<file path="config.mk">
export PLATFORM = sky130hd
export DESIGN_NAME = qam16_modulator
export DESIGN_NICKNAME = d
export VERILOG_FILES = /design/src/rtl/qam16_modulator_pkg.sv /design/src/rtl/qam16_modulator_sine_lut.sv /design/src/rtl/qam16_modulator.sv
export SDC_FILE = /design/constraint.sdc
export NUM_CORES = 1
export LEC_CHECK = 0
export ABC_CLOCK_PERIOD_IN_PS = 6400
export CORE_AREA = 2 2 120 133
export DETAILED_ROUTE_END_ITERATION = 8
export DIE_AREA = 0 0 122 135
export PLACE_DENSITY = 0.76
export SLEW_MARGIN = 5
export SYNTH_ARGS = -nofsm -noshare
export SYNTH_HDL_FRONTEND = slang
export SYNTH_HIERARCHICAL = 1
export SYNTH_SLANG_ARGS = --single-unit
</file>
<file path="constraint.sdc">
create_clock -name ipClk -period 6.4 [get_ports ipClk]
set_clock_uncertainty 0.05 [all_clocks]
set_input_delay 0.64 -clock ipClk [delete_from_list [all_inputs] [get_ports ipClk]]
set_output_delay 0.64 -clock ipClk [all_outputs]
set_load 0.02 [all_outputs]
</file>
<file path="src/rtl/qam16_modulator_pkg.sv">
// Shared types, widths and helpers for the QAM-16 modulator slice.
package qam16_modulator_pkg;

  localparam int QAM_SINE_W   = 10;  // signed sine/cosine sample width, peak +/-511
  localparam int QAM_PHASE_W  = 16;  // NCO phase accumulator width
  localparam int QAM_ADDR_W   = 8;   // sine table address width (phase[15:8])
  localparam int QAM_SAMPLE_W = 13;  // passband sample width, |sample| <= 3066

  // One I or Q amplitude level: -3, -1, +1 or +3.
  typedef logic signed [2:0] QAM_LEVEL;

  typedef enum logic {
    IDLE   = 1'b0,
    ACTIVE = 1'b1
  } qamState_t;

  // Gray-coded two-bit field to amplitude level; adjacent levels differ in one bit.
  function automatic QAM_LEVEL grayLevel(input logic [1:0] bits);
    case (bits)
      2'b00:   grayLevel = 3'sb101;  // -3
      2'b01:   grayLevel = 3'sb111;  // -1
      2'b11:   grayLevel = 3'sb001;  // +1
      2'b10:   grayLevel = 3'sb011;  // +3
      default: grayLevel = 3'sb000;
    endcase
  endfunction

endpackage

</file>
<file path="src/rtl/qam16_modulator_sine_lut.sv">
// qam_sine_lut: 256-entry sine ROM, entry k = round(511*sin(2*pi*k/256)),
// built from a 65-entry quarter wave. Two independent registered read ports.
module qam_sine_lut
  import qam16_modulator_pkg::*;
(
  input  logic                         ipClk,
  input  logic                         ipReset,
  input  logic [QAM_ADDR_W-1:0]        ipSinAddr,
  input  logic [QAM_ADDR_W-1:0]        ipCosAddr,
  output logic signed [QAM_SINE_W-1:0] opSin,
  output logic signed [QAM_SINE_W-1:0] opCos
);

  // First quadrant magnitude, index 0..64 covers 0..90 degrees inclusive.
  function automatic logic [8:0] quarterVal(input logic [6:0] idx);
    case (idx)
      7'd0:  quarterVal = 9'd0;   7'd1:  quarterVal = 9'd13;  7'd2:  quarterVal = 9'd25;
      7'd3:  quarterVal = 9'd38;  7'd4:  quarterVal = 9'd50;  7'd5:  quarterVal = 9'd63;
      7'd6:  quarterVal = 9'd75;  7'd7:  quarterVal = 9'd87;  7'd8:  quarterVal = 9'd100;
      7'd9:  quarterVal = 9'd112; 7'd10: quarterVal = 9'd124; 7'd11: quarterVal = 9'd136;
      7'd12: quarterVal = 9'd148; 7'd13: quarterVal = 9'd160; 7'd14: quarterVal = 9'd172;
      7'd15: quarterVal = 9'd184; 7'd16: quarterVal = 9'd196; 7'd17: quarterVal = 9'd207;
      7'd18: quarterVal = 9'd218; 7'd19: quarterVal = 9'd230; 7'd20: quarterVal = 9'd241;
      7'd21: quarterVal = 9'd252; 7'd22: quarterVal = 9'd263; 7'd23: quarterVal = 9'd273;
      7'd24: quarterVal = 9'd284; 7'd25: quarterVal = 9'd294; 7'd26: quarterVal = 9'd304;
      7'd27: quarterVal = 9'd314; 7'd28: quarterVal = 9'd324; 7'd29: quarterVal = 9'd334;
      7'd30: quarterVal = 9'd343; 7'd31: quarterVal = 9'd352; 7'd32: quarterVal = 9'd361;
      7'd33: quarterVal = 9'd370; 7'd34: quarterVal = 9'd379; 7'd35: quarterVal = 9'd387;
      7'd36: quarterVal = 9'd395; 7'd37: quarterVal = 9'd403; 7'd38: quarterVal = 9'd410;
      7'd39: quarterVal = 9'd418; 7'd40: quarterVal = 9'd425; 7'd41: quarterVal = 9'd432;
      7'd42: quarterVal = 9'd438; 7'd43: quarterVal = 9'd445; 7'd44: quarterVal = 9'd451;
      7'd45: quarterVal = 9'd456; 7'd46: quarterVal = 9'd462; 7'd47: quarterVal = 9'd467;
      7'd48: quarterVal = 9'd472; 7'd49: quarterVal = 9'd477; 7'd50: quarterVal = 9'd481;
      7'd51: quarterVal = 9'd485; 7'd52: quarterVal = 9'd489; 7'd53: quarterVal = 9'd492;
      7'd54: quarterVal = 9'd496; 7'd55: quarterVal = 9'd499; 7'd56: quarterVal = 9'd501;
      7'd57: quarterVal = 9'd503; 7'd58: quarterVal = 9'd505; 7'd59: quarterVal = 9'd507;
      7'd60: quarterVal = 9'd509; 7'd61: quarterVal = 9'd510; 7'd62: quarterVal = 9'd510;
      7'd63: quarterVal = 9'd511; 7'd64: quarterVal = 9'd511;
      default: quarterVal = 9'd0;
    endcase
  endfunction

  // Full-wave value: addr[6] mirrors within the half, addr[7] negates.
  function automatic logic signed [QAM_SINE_W-1:0] lutVal(input logic [QAM_ADDR_W-1:0] addr);
    logic [6:0]            idx;
    logic [QAM_SINE_W-1:0] mag;
    if (addr[6]) begin
      idx = 7'd64 - {1'b0, addr[5:0]};
    end else begin
      idx = {1'b0, addr[5:0]};
    end
    mag = {1'b0, quarterVal(idx)};
    if (addr[7]) begin
      lutVal = -$signed(mag);
    end else begin
      lutVal = $signed(mag);
    end
  endfunction

  // Registered read of both ports every cycle; one cycle of latency.
  always_ff @(posedge ipClk or negedge ipReset) begin
    if (!ipReset) begin
      opSin <= '0;
      opCos <= '0;
    end else begin
      opSin <= lutVal(ipSinAddr);
      opCos <= lutVal(ipCosAddr);
    end
  end

endmodule

</file>
<file path="src/rtl/qam16_modulator.sv">
// qam16_modulator: Gray-mapped QAM-16 symbols mixed onto an NCO carrier,
// one signed passband sample every SAMPLE_DIV clocks, three-stage pipeline.
// Build option QAM_IDLE_CARRIER_EN: when defined, IDLE emits a plain cosine
// carrier (I=+1, Q=0); when undefined IDLE emits zero samples.
module qam16_modulator
  import qam16_modulator_pkg::*;
#(
  parameter int                     SAMPLE_DIV = 50,
  parameter logic [QAM_PHASE_W-1:0] PHASE_INC  = 16'd4096,
  parameter int                     HOLD_TICKS = 128
) (
  input  logic                           ipClk,
  input  logic                           ipReset,
  input  logic [3:0]                     ipSymbol,
  input  logic                           ipSymbolValid,
  output logic signed [QAM_SAMPLE_W-1:0] opSample,
  output logic                           opSampleValid,
  output logic                           opActive,
  output logic                           opUnderrun
);

  localparam int                DIV_W     = $clog2(SAMPLE_DIV);
  localparam logic [DIV_W-1:0]  DIV_LAST  = DIV_W'(SAMPLE_DIV - 1);
  localparam int                HOLD_W    = $clog2(HOLD_TICKS + 1);
  localparam logic [HOLD_W-1:0] HOLD_LAST = HOLD_W'(HOLD_TICKS - 1);

`ifdef QAM_IDLE_CARRIER_EN
  localparam QAM_LEVEL IDLE_LEVEL_I = 3'sb001;
`else
  localparam QAM_LEVEL IDLE_LEVEL_I = 3'sb000;
`endif
  localparam QAM_LEVEL IDLE_LEVEL_Q = 3'sb000;

  logic [DIV_W-1:0]              divCnt_r;
  logic                          tick_s;
  logic [QAM_PHASE_W-1:0]        phase_r;
  logic [3:0]                    symbol_r;
  qamState_t                     state_r, stateNext_s;
  logic [HOLD_W-1:0]             holdCnt_r, holdNext_s;
  logic                          underrunNext_s;
  QAM_LEVEL                      levI_s, levQ_s;
  logic [QAM_ADDR_W-1:0]         sinAddr_s, cosAddr_s;
  logic signed [QAM_SINE_W-1:0]  lutSin_s, lutCos_s;
  logic                          valid1_r, valid2_r;
  QAM_LEVEL                      levI1_r, levQ1_r;
  logic signed [QAM_SAMPLE_W-1:0] extI_s, extQ_s, extSin_s, extCos_s;
  logic signed [QAM_SAMPLE_W-1:0] prodI_r, prodQ_r;

  assign tick_s    = (divCnt_r == DIV_LAST);
  assign sinAddr_s = phase_r[QAM_PHASE_W-1 -: QAM_ADDR_W];
  assign cosAddr_s = sinAddr_s + 8'd64;

  // Sample-rate divider: counts 0..SAMPLE_DIV-1, tick on the last count.
  always_ff @(posedge ipClk or negedge ipReset) begin
    if (!ipReset) begin
      divCnt_r <= '0;
    end else if (tick_s) begin
      divCnt_r <= '0;
    end else begin
      divCnt_r <= divCnt_r + DIV_W'(1);
    end
  end

  // NCO phase advances once per tick; the tick itself reads the old phase.
  always_ff @(posedge ipClk or negedge ipReset) begin
    if (!ipReset) begin
      phase_r <= '0;
    end else if (tick_s) begin
      phase_r <= phase_r + PHASE_INC;
    end else begin
      phase_r <= phase_r;
    end
  end

  // Current symbol: every strobe is taken, the latest one wins.
  always_ff @(posedge ipClk or negedge ipReset) begin
    if (!ipReset) begin
      symbol_r <= 4'd0;
    end else if (ipSymbolValid) begin
      symbol_r <= ipSymbol;
    end else begin
      symbol_r <= symbol_r;
    end
  end

  // State, hold counter and registered status outputs.
  always_ff @(posedge ipClk or negedge ipReset) begin
    if (!ipReset) begin
      state_r    <= IDLE;
      holdCnt_r  <= '0;
      opActive   <= 1'b0;
      opUnderrun <= 1'b0;
    end else begin
      state_r    <= stateNext_s;
      holdCnt_r  <= holdNext_s;
      opActive   <= (stateNext_s == ACTIVE);
      opUnderrun <= underrunNext_s;
    end
  end

  // Next state: a strobe always wins over the hold-counter increment.
  always_comb begin
    stateNext_s    = state_r;
    holdNext_s     = holdCnt_r;
    underrunNext_s = 1'b0;
    if (ipSymbolValid) begin
      stateNext_s = ACTIVE;
      holdNext_s  = '0;
    end else if ((state_r == ACTIVE) && tick_s) begin
      if (holdCnt_r == HOLD_LAST) begin
        stateNext_s    = IDLE;
        holdNext_s     = '0;
        underrunNext_s = 1'b1;
      end else begin
        holdNext_s = holdCnt_r + HOLD_W'(1);
      end
    end else begin
      holdNext_s = holdCnt_r;
    end
  end

  // Amplitude levels in use for a tick in the current state.
  always_comb begin
    levI_s = 3'sb000;
    levQ_s = 3'sb000;
    case (state_r)
      ACTIVE: begin
        levI_s = grayLevel(symbol_r[1:0]);
        levQ_s = grayLevel(symbol_r[3:2]);
      end
      IDLE: begin
        levI_s = IDLE_LEVEL_I;
        levQ_s = IDLE_LEVEL_Q;
      end
      default: begin
        levI_s = 3'sb000;
        levQ_s = 3'sb000;
      end
    endcase
  end

  qam_sine_lut uSineLut (
    .ipClk     (ipClk),
    .ipReset   (ipReset),
    .ipSinAddr (sinAddr_s),
    .ipCosAddr (cosAddr_s),
    .opSin     (lutSin_s),
    .opCos     (lutCos_s)
  );

  // Stage 1: levels captured alongside the registered table lookup.
  always_ff @(posedge ipClk or negedge ipReset) begin
    if (!ipReset) begin
      valid1_r <= 1'b0;
      levI1_r  <= 3'sb000;
      levQ1_r  <= 3'sb000;
    end else if (tick_s) begin
      valid1_r <= 1'b1;
      levI1_r  <= levI_s;
      levQ1_r  <= levQ_s;
    end else begin
      valid1_r <= 1'b0;
      levI1_r  <= levI1_r;
      levQ1_r  <= levQ1_r;
    end
  end

  assign extI_s   = {{(QAM_SAMPLE_W-3){levI1_r[2]}}, levI1_r};
  assign extQ_s   = {{(QAM_SAMPLE_W-3){levQ1_r[2]}}, levQ1_r};
  assign extCos_s = {{(QAM_SAMPLE_W-QAM_SINE_W){lutCos_s[QAM_SINE_W-1]}}, lutCos_s};
  assign extSin_s = {{(QAM_SAMPLE_W-QAM_SINE_W){lutSin_s[QAM_SINE_W-1]}}, lutSin_s};

  // Stage 2: I*cos and Q*sin; each product is at most 1533 in magnitude.
  always_ff @(posedge ipClk or negedge ipReset) begin
    if (!ipReset) begin
      valid2_r <= 1'b0;
      prodI_r  <= '0;
      prodQ_r  <= '0;
    end else if (valid1_r) begin
      valid2_r <= 1'b1;
      prodI_r  <= extI_s * extCos_s;
      prodQ_r  <= extQ_s * extSin_s;
    end else begin
      valid2_r <= 1'b0;
      prodI_r  <= prodI_r;
      prodQ_r  <= prodQ_r;
    end
  end

  // Stage 3: passband sample I*cos - Q*sin, fits 13 bits without saturation.
  always_ff @(posedge ipClk or negedge ipReset) begin
    if (!ipReset) begin
      opSampleValid <= 1'b0;
      opSample      <= '0;
    end else if (valid2_r) begin
      opSampleValid <= 1'b1;
      opSample      <= prodI_r - prodQ_r;
    end else begin
      opSampleValid <= 1'b0;
      opSample      <= opSample;
    end
  end

endmodule

</file>
==> impl_metrics.toml <==
[power]
power.leakage_nw = 4.39
total_power_mw = 1.37
power_density_nw_per_um2 = 143
max-vdd-ir-drop_uv = 100

[synthesis]
yosysWarnings = 6
synth_area_leaders = "dfrtp_1 (26%), ha_1 (12%), fa_1 (5.2%)"
synth.most_common_cell = "dfrtp_1"
yosysUniqueCellTypes = 85
ys_ff_latch = 91
synth_top_area_share_pct = 25.6
synth_edf_count = 0
netlist_area_sq_um = 8890
syn_inst = 1036
async_flop_share_pct = 100
synth_common_cells = "dfrtp_1 (91), ha_1 (86), nand2_1 (84), nor2_1 (78), o21ai_0 (68)"
synthFlopType = "dfrtp_1"
syn_area_per_cell_sq_um = 8.58
seq_area_frac_synth_pct = 25.6
synth_top_area_cell = "dfrtp_1"

[clocking]
path_clk_slew_ns = 0.07
post_cts_buffers = 0
cts_tree = "built"
ctsResizeCount = 0
clock_latency_ns = 0.35
cts_root_buf = "clkbuf_16"
clock_sinks = 91
clockBufferDepth = 2
htreeDepth = 3
hold_buffers = 0
numCtsBuffers = 9

[sta]
max_freq_mhz = 254
hold_violations = 0
maxSlewViolCount = 0
worst_hold_slack_ns = 0.233
tns_ns = 0
min_period_ns = 3.93
finalCritPeriodShare_pct = 61.4
tightest_slew_ns = 1.17
rsz0062_at_grt = "false"
maxSlewHeadroom_pct = 21.3
setup_viol = 0

[route]
wire_per_inst_um = 14.9
finalWirelength_um = 18700
drtAntennaViolNets = 0
via_count = 7392
viasPerCell = 5.86
drc_errors = 0
drt-initial-drc-count = 389
dr.pass1.iters = 5

[placed_design]
io_buffers = 22
dp_cells = 1246
place.gp.congestion = 0.955
placed_cell_area_sq_um = 9280
dp_hpwl_um = 14100

[worst_setup_path]
crit_path_end_kind = "flip-flop"
start_kind = "flip-flop"
path_max_fanout = 25
critPathRequiredTime_ns = 6.62
arrival_ns = 4.16
critPathKind = "flip-flop to flip-flop"

[die]
core_sq_um = 15000
die_h_um = 135
start_util_pct = 59.3
dieWidth_um = 122
die_area_sq_um = 16500
io_pins = 23
floorplan.rows = 47

[final_layout]
final_cells = 1262
fin_nets = 1177
fin_area_sq_um = 9590
antenna-diode-count = 0
layout-drive-gt1-share_pct = 6.29
syn2layout_area_growth_pct = 7.86
fill_cells = 1328

[status]
status = "finished, final reports clean"

[grt]
antenna_found_initial = 0
grt_pass1_vias = 6890
grt_max_degree = 47
grt.total_usage_pct = 23.4
grt-ovfl-total = 0
grt_first_pass_wirelength_um = 31600

[run]
maxCapViolCount = 0

[hold_path]
hold_class = "primary input to async pin"
[per-layer routing]
metal,wire (um),vias to the layer above,track usage (%)
met5,0,-,0
met4,420,0,8.88
li1,-,3704,-
met1,8390,3500,30.8
met3,659,30,1.77
met2,9270,158,40.1
[worst paths after layout]
kind | start | endpoint | slack, ns | cells after the start
hold / removal | ipReset | opSampleValid | 0.23 | 1
max in group asynchronous | ipReset | holdCnt_r[0] | 5.07 | 2
min in group ipClk | opSample[7] | opSample[7] | 0.44 | 2
setup / recovery | phase_r[14] | uSineLut/opCos[8] | 2.47 | 11
setup reg to reg | phase_r[14] | uSineLut/opCos[8] | 2.47 | 11
hold reg to reg | opSample[7] | opSample[7] | 0.44 | 2
[logic make-up after synthesis]
kind of cell | synth area share, %
flops | 25.6
xor+xnor | 6.45
fa+ha+maj | 17.3
mux | 4.07
compound gates | 22.2
simple gates | 18.7
other cells | 0.0422
buf+inv | 5.58
[power breakdown]
| group | switching, mW | internal, mW |
|---|---|---|
| logic | 0.146 | 0.0826 |
| clock network | 0.233 | 0.308 |
| registers | 0.00995 | 0.589 |
| total | 0.389 | 0.979 |
[area by class of cell]
class                      instances  area, sq um  share of cell area, %
inverter                          67          251                   2.62
clock inverter                     6         73.8                  0.770
sequential                        91         2280                   23.8
clock buffer                      10          229                   2.39
timing repair buffer              24          233                   2.43
tap                              196          245                   2.56
multi-input combinational        868         6280                   65.5
[placed cells by master (no fill, tap or decap), types with 8 or more instances in the layout]
| cell | count |
|---|---|
| clkdlybuf4s50_1 | 21 |
| or3_1 | 8 |
| o211ai_1 | 18 |
| ha_1 | 86 |
| nor2_1 | 78 |
| conb_1 | 44 |
| xor2_1 | 19 |
| nand3_1 | 29 |
| a31oi_1 | 11 |
| nand2b_1 | 22 |
| a211oi_1 | 15 |
| mux2_2 | 13 |
| fa_1 | 23 |
| o22ai_1 | 13 |
| clkbuf_16 | 9 |
| a21oi_1 | 61 |
| dfrtp_1 | 91 |
| o21ai_0 | 68 |
| mux2i_1 | 17 |
| nand4_1 | 8 |
| inv_1 | 67 |
| a21o_1 | 11 |
| xnor2_1 | 39 |
| and2_1 | 36 |
| nor3_1 | 25 |
| nor2b_1 | 9 |
| nand2_1 | 84 |
| o31ai_1 | 15 |
[registers in the layout, indices dropped and copies added (netlist names)]
| name | flops |
|---|---|
| opSample | 13 |
| prodI_r | 13 |
| prodQ_r | 13 |
| uSineLut/opCos | 10 |
| uSineLut/opSin | 10 |
| holdCnt_r | 8 |
| divCnt_r | 6 |
| phase_r | 4 |
| symbol_r | 4 |
| levI1_r | 3 |
| levQ1_r | 2 |
| opSampleValid | 1 |
| opUnderrun | 1 |
| state_r | 1 |
| valid1_r | 1 |
| valid2_r | 1 |
[worst max-delay path, stage by stage (launching register included)]
cell and delay [ns]:
dfrtp_1 0.87, inv_1 0.54, o21ai_1 0.29, xor2_1 0.67
o2111ai_1 0.21, o211ai_1 0.14, o211ai_1 0.25, inv_1 0.12
ha_1 0.22, inv_1 0.06, o31ai_1 0.28, xor2_1 0.16
[per-stage QoR]
| step | util (%) | worst slack [ns] |
|---|---|---|
| CTS | 63.9 | 2.49 |
| global placement | 61.9 | 2.60 |
| global route | 63.9 | 2.04 |
| detailed placement | 61.9 | 2.48 |
| floorplan | - | 3.09 |
| finish | 63.9 | 2.47 |
Note: power is estimated with default switching activity, not from simulation.
